`src/rtl/alu_arbiter.sv`:
```
// Round-robin arbiter sharing one external combinational ALU between two requesters.
// Operands are captured at grant; the result is registered and returned over a valid/ready channel.
module alu_arbiter #(
    parameter int WIDTH = 32,
    parameter int NOPS  = 10
) (
    input  logic             clk,
    input  logic             reset,
    input  logic             req0_valid,
    output logic             req0_ready,
    input  logic [WIDTH-1:0] req0_a,
    input  logic [WIDTH-1:0] req0_b,
    input  logic [3:0]       req0_op,
    input  logic             req1_valid,
    output logic             req1_ready,
    input  logic [WIDTH-1:0] req1_a,
    input  logic [WIDTH-1:0] req1_b,
    input  logic [3:0]       req1_op,
    output logic             rsp0_valid,
    input  logic             rsp0_ready,
    output logic             rsp1_valid,
    input  logic             rsp1_ready,
    output logic [WIDTH-1:0] rsp_data,
    output logic [3:0]       rsp_flags,
    output logic             rsp_err,
    output logic [WIDTH-1:0] alu_a,
    output logic [WIDTH-1:0] alu_b,
    output logic [3:0]       alu_ctrl,
    input  logic [WIDTH-1:0] alu_out,
    input  logic [3:0]       alu_flags
);

    typedef enum logic [1:0] {IDLE, EXEC, RESP} state_t;

    localparam logic [4:0] NOPS_L = 5'(NOPS);

    state_t           state;
    logic             owner;
    logic             last_grant;
    logic [WIDTH-1:0] a_p0;
    logic [WIDTH-1:0] b_p0;
    logic [3:0]       op_p0;

    logic             gnt_any;
    logic             gnt_id;
    logic             op_bad;
    logic             rsp_hs;

    function automatic logic op_is_illegal(input logic [3:0] op);
        return {1'b0, op} >= NOPS_L;
    endfunction

    // On a tie the requester that did not win last time is granted.
    always_comb begin
        gnt_any = 1'b0;
        gnt_id  = 1'b0;
        if (state == IDLE && !reset) begin
            gnt_any = req0_valid | req1_valid;
            if (req0_valid && req1_valid)
                gnt_id = ~last_grant;
            else
                gnt_id = req1_valid;
        end
    end

    assign req0_ready = gnt_any & ~gnt_id;
    assign req1_ready = gnt_any &  gnt_id;

    assign rsp0_valid = (state == RESP) & ~owner;
    assign rsp1_valid = (state == RESP) &  owner;
    assign rsp_hs     = owner ? rsp1_ready : rsp0_ready;

    assign alu_a    = a_p0;
    assign alu_b    = b_p0;
    assign alu_ctrl = op_p0;
    assign op_bad   = op_is_illegal(op_p0);

    always_ff @(posedge clk) begin
        if (reset) begin
            state      <= IDLE;
            owner      <= 1'b0;
            last_grant <= 1'b1;
            a_p0       <= '0;
            b_p0       <= '0;
            op_p0      <= '0;
            rsp_data   <= '0;
            rsp_flags  <= '0;
            rsp_err    <= 1'b0;
        end else begin
            case (state)
                // Grant: capture operands of the winner.
                IDLE: begin
                    if (gnt_any) begin
                        a_p0       <= gnt_id ? req1_a  : req0_a;
                        b_p0       <= gnt_id ? req1_b  : req0_b;
                        op_p0      <= gnt_id ? req1_op : req0_op;
                        owner      <= gnt_id;
                        last_grant <= gnt_id;
                        state      <= EXEC;
                    end
                end
                // Execute: register ALU result, squashed for illegal codes.
                EXEC: begin
                    rsp_err   <= op_bad;
                    rsp_data  <= op_bad ? '0 : alu_out;
                    rsp_flags <= op_bad ? '0 : alu_flags;
                    state     <= RESP;
                end
                // Respond: hold until the owner takes the result.
                RESP: begin
                    if (rsp_hs)
                        state <= IDLE;
                end
                default: state <= IDLE;
            endcase
        end
    end

endmodule

```
`config.mk`:
```
export PLATFORM = sky130hd
export DESIGN_NAME = alu_arbiter
export DESIGN_NICKNAME = d
export VERILOG_FILES = /design/src/rtl/alu_arbiter.sv
export SDC_FILE = /design/constraint.sdc
export NUM_CORES = 1
export LEC_CHECK = 0
export CAP_MARGIN = 15
export CELL_PAD_IN_SITES_DETAIL_PLACEMENT = 1
export CELL_PAD_IN_SITES_GLOBAL_PLACEMENT = 2
export CORE_MARGIN = 3
export CORE_UTILIZATION = 17
export CTS_CLUSTER_SIZE = 10
export DETAILED_ROUTE_END_ITERATION = 6
export PLACE_DENSITY = 0.84
export REMOVE_ABC_BUFFERS = 1
export SLEW_MARGIN = 20
export SYNTH_ARGS = -nofsm -noshare
export SYNTH_HDL_FRONTEND = slang
export SYNTH_SLANG_ARGS = --single-unit
```
`constraint.sdc`:
```
create_clock -name clk -period 1.5 [get_ports clk]
set_input_delay 0.225 -clock clk [delete_from_list [all_inputs] [get_ports clk]]
set_output_delay 0.225 -clock clk [all_outputs]
set_load 0.01 [all_outputs]
```
[Word-level counts from Yosys, hierarchy flattened]
Cells that the tools add are included.
Storage, ports and cells
  output and inout port bits: 109
  bits in registers: 109
  input bits: 178
Cells by class
  eq/ne operators: 4
  bitwise operators: 8
  magnitude comparators: 1
  reduce and logical (&&, ||, !) cells: 6
  multiplexer cells: 12
Operators by type and width (count)
  2-to-1 mux 32 bit: 3
  2-to-1 mux 4 bit: 2
  case mux 2 bit (3 select lines): 1
  AND 1 bit: 4
  greater-or-equal comparator 4 bit (second input constant): 1
  2-to-1 mux 1 bit: 4
  2-to-1 mux 2 bit: 2
  inequality test 2 bit (second input constant): 2
  AND reduction 2 bit: 2
  inverter 1 bit: 3
  equality test 2 x 1 -> 1 bit (second input constant): 1
  equality test 2 bit (second input constant): 1
  logical AND 1 bit: 2
  logical NOT 2 bit: 1
  logical NOT 1 bit: 1
  bitwise OR 1 bit: 1

[Longest topological paths before layout]
  depth in word-level cells: 5
  gate-level depth with buffers: 7

[Least setup slack after synthesis]
No wires, ideal clock.
  path type: register to register
  start: register state[0]
  end: register a_p0[0] (netlist: alu_a[0])
  stages on the path, launching flop included: 7
  period minus slack after synthesis: 1.476 ns
  arrival time: 1.354 ns
  library setup time: 0.122 ns
  path buffers: 3
  required time: 1.378 ns
  path slack: 0.024 ns
  cell sequence: dfxtp_1 nor3_4 and3_1 clkbuf_2 buf_6 buf_6 a221o_1
On the way
  longest elaborated chain between the ends: 4
  elaborated cells on any way between the ends: 6
  those cells by class: 3 x mux; 3 x reduce/logical
Ends and longest elaborated chain
  start: declaration: RTL line 37  | state_t state;
  start signal: assignment: RTL line 80  | state <= IDLE;
  start signal: assignment: RTL line 99  | state <= EXEC;
  start signal: assignment: RTL line 107  | state <= RESP;
  logical NOT 2 bit (*): RTL line 57, 90
  logical AND 1 bit: RTL line 57  | if (state == IDLE && !reset) begin
  2-to-1 mux 1 bit: RTL line 57
  2-to-1 mux 32 bit or AND reduction 2 bit (tied branches)
  end signal: assignment: RTL line 94  | a_p0 <= gnt_id ? req1_a : req0_a;
  end: declaration: RTL line 40  | logic [WIDTH-1:0] a_p0;
Every way passes the cells marked *; elsewhere a longest branch is shown, timed or not.
A chain may end at the register's enable or synchronous reset.

[Worst setup path after layout]
  start: register state[1]
  end: register a_p0[13] (netlist: alu_a[13])
Same word-level chain as after synthesis.

==> flow_summary.rst <==
.. list-table::
   :header-rows: 1

   * - Metric
     - Value
   * - Post-synthesis sequential area ratio
     - 51.1%
   * - Warning count from the yosys run
     - 0
   * - Deepest clock path buffer count
     - 2
   * - Unrepaired setup endpoints after global routing
     - yes
   * - Number of synthesized register bits
     - 109
   * - Count of cell types in the netlist
     - 31
   * - Hold Path Origin
     - alu_out[25]
   * - Via count of the first global-routing pass
     - 4894
   * - Initial DRC count
     - 244
   * - Number of buffers added to fix hold violations after cts
     - 0
   * - Clock transition at the register clock pins on the worst setup and hold paths after CTS
     - 0.08 ns
   * - Worst Setup Slack post-DPL
     - -0.448 ns
   * - Total power after layout
     - 8180 uW
   * - Mean cell area of the mapped netlist
     - 9.57 um2
   * - Critical path startpoint category
     - register
   * - Count of port buffers added during placement
     - 286
   * - Classification of the worst-slack hold path
     - in2reg
   * - Routability congestion estimate from global placement
     - 0.730
   * - Syn Inst Count
     - 446
   * - Adder-cell share of the synthesized area
     - 0%
   * - Antenna violation net count after detailed routing
     - 0
   * - Number of buffers inserted during clock tree synthesis
     - 9
   * - Critical path class
     - reg2reg
   * - Slew Limit Fails
     - 0
   * - EDFF count, synth
     - 0
   * - Pwr dens
     - 947 nW/um2
   * - DP Wirelength
     - 13400 um
   * - Wire length per cell
     - 19.9 um
   * - Initial antenna violation count
     - 1
   * - Sum of negative setup slack
     - -0.466 ns
   * - Worst-path maximum fanout
     - 13
   * - Vias per cell
     - 4.49
   * - Simple logic cell fraction of the synthesized area
     - 17.8%
   * - Least-Margin Pin Slew
     - 0.622 ns
   * - Layout Area Growth over Synthesis
     - 103%
   * - Die extent in y
     - 164 um
   * - Drc violations
     - 0
   * - Reg2reg start
     - state[1]
   * - Final setup fails
     - 33
   * - Data required time at the worst endpoint
     - 1.74 ns
   * - Headroom to the max-slew limit
     - 58.6%
   * - Hold Path Cell Cnt
     - 3
   * - Complex-gate fraction of the synthesized area
     - 24.5%
   * - Area share of the largest cell type after synthesis
     - 51.1%
   * - Overall track demand over capacity in global routing
     - 13.9%
   * - Clock sinks
     - 109
   * - Mux contribution to synthesized area
     - 0.235%
   * - Longest individual stage delay on the worst path
     - 0.34 ns
   * - Flop-to-flop setup slack
     - -0.03 ns
   * - Most used flip-flop cell after synthesis
     - dfxtp_1
   * - Critical Path End Type
     - register
   * - Die span in x
     - 164 um
   * - Worst path arrival time
     - 1.77 ns
   * - First-pass GRT wire length
     - 28800 um
   * - Pin count of the biggest net entering global routing
     - 58
   * - Cell type of the slowest stage on the worst timing path
     - dfxtp_2
   * - Row count
     - 57
   * - Global route overflow
     - 0
   * - Pre-antenna DRT Iters
     - 4
   * - I/O pin count
     - 287
   * - Wire length reported by the detailed router
     - 21300 um
   * - Dominant cells by area after synthesis
     - dfxtp_1 51%, a221o_1 13%, and3_1 8.5%
   * - Dpl cells
     - 1030
   * - Peak supply drop
     - 0.000411 V
   * - Maximum achievable frequency
     - 0.655 GHz
   * - Post-route setup slack
     - -0.0278 ns
   * - TritonCTS clock tree
     - built
   * - Largest family of logic cells by synthesized area
     - compound AO/OA/AOI/OAI gates
   * - Root buf cell
     - clkbuf_16
   * - Initial standard-cell utilization of the core
     - 17.4%
   * - Run status
     - complete, but fails checks
   * - Cell area after synthesis
     - 4270 um2
   * - Clk_lat worst skew
     - 0.36 ns
   * - Post-synthesis share of cell area spent on xor and xnor gates
     - 0%
   * - Final cell count without fillers
     - 1072
   * - Asr flop ratio synth
     - 0%
   * - RR Endpoint
     - alu_a[13]
   * - Die Outline Area
     - 27000 um2
   * - Core ar.
     - 24500 um2
   * - Nets
     - 921
   * - Failing checks
     - negative setup slack
   * - Library cell with the highest instance count after synthesis
     - dfxtp_1
   * - R2r worst-path depth
     - 7
   * - Final setup skew
     - 0.0150 ns
   * - Maximum Capacitance Violations
     - 0
   * - Hold Violations, Final
     - 0
   * - Layout cells sized above 1
     - 13.9%
   * - Period utilization
     - 102%
   * - Leakage power of the design
     - 0.00437 uW
   * - H-Tree Level Count
     - 3
   * - Overall via count from detail_route
     - 4814
   * - Min Clock Period, post-route
     - 1.53 ns
   * - Total inserted antenna cells
     - 0
   * - Cells along the critical path
     - buf_4 > nor2_4 > a21oi_4 > buf_12 > buf_6 > buf_16 > a221o_1
   * - End point of the worst hold path
     - rsp_data[25]
   * - Cell types with the highest counts after synthesis
     - 109 x dfxtp_1, 58 x and3_1, 57 x a221o_1
   * - Largest area contributor in the synthesized netlist
     - dfxtp_1
cell families (layout without fill, tap and decap cells):
logic type	Yosys count	after routing
compound gates	134	134
simple gates	142	142
flops	109	109
mux	1	1
buf+inv	60	362
cell usage in the layout, fill, tap and decap left out, types with 2 or more instances in the layout:
cell type / instances
nand2b_1: 2
buf_6: 11
a21oi_1: 48
dlygate4sd2_1: 37
clkbuf_16: 15
clkdlybuf4s50_1: 185
dlymetal6s2s_1: 59
inv_1: 11
nand3_1: 36
buf_2: 3
o32ai_1: 6
clkinvlp_4: 3
buf_12: 9
o211ai_1: 11
buf_4: 15
and3_4: 15
a221o_1: 57
dfxtp_1: 106
and3_1: 43
nand2_1: 36
buf_16: 7
o32ai_2: 5
inv_6: 2
dfxtp_2: 3
worst max-delay path: cells and delay by family, from the launching register on:
family	cells	cell delay (ns)
compound gates	2	0.37
simple gates	1	0.12
flops	1	0.34
buf+inv	4	0.60
report_power, final:
part,internal (uW),switching [uW]
Sequential,3170,157
Clock,1320,1210
Combinational,1340,975
Total,5840,2340
metal layers:
layer | global-route usage [%] | part of all wire [%]
met2 | 23.5 | 50
met5 | 0 | 0.061
met1 | 16.5 | 40
met3 | 5.27 | 8.4
met4 | 3.93 | 1.5
registers in the layout, summed over array words and instances, names as in the netlist:
register and count:
rsp_flags 4, alu_a 32, alu_ctrl 4, rsp_err 1, last_grant 1, owner 1, alu_b 32, rsp_data 32
state 2
cell type report:
class,instances,area (um2)
sequential,109,2190
inverter,12,48.8
clock buffer,9,225
timing repair inverter,1,7.51
timing repair buffer,333,3700
multi-input combinational,277,1990
clock inverter,7,80.1
tap,324,405
fill,2728,15800
worst max-delay path by stage:
stage	start	to	slack, ns	cells past startpoint
floorplan	last_grant	req1_ready	-2.08	2
global placement	req1_valid	alu_ctrl[3]	-0.42	6
detailed placement	req1_valid	alu_b[2]	-0.45	6
CTS	state[1]	req1_ready	-0.1	4
global route	state[1]	req1_ready	-0.12	4
finish	state[1]	alu_a[13]	-0.03	7
timing repair:
item                                    4_1_cts  5_1_grt
resized for setup                            85       92
pin swaps                                     2       14
endpoints found under the setup margin      111      130
setup buffers                                 4        8
cloned                                        5        9
through the flow:
| stage | utilization, % | instance area (um2) | hold slack [ns] |
|---|---|---|---|
| 5_1_grt | 35.3 | 8640 | 0.433 |
| 4_1_cts | 33.1 | 8090 | 0.418 |
| 3_3_place_gp | 31.0 | 7580 | 0.437 |
| 3_5_place_dp | 31.0 | 7580 | 0.445 |
| 2_1_floorplan | - | 4040 | 0.294 |
| 6_report | 35.3 | 8640 | 0.438 |
No activity file was read; power rests on OpenSTA's default activity.
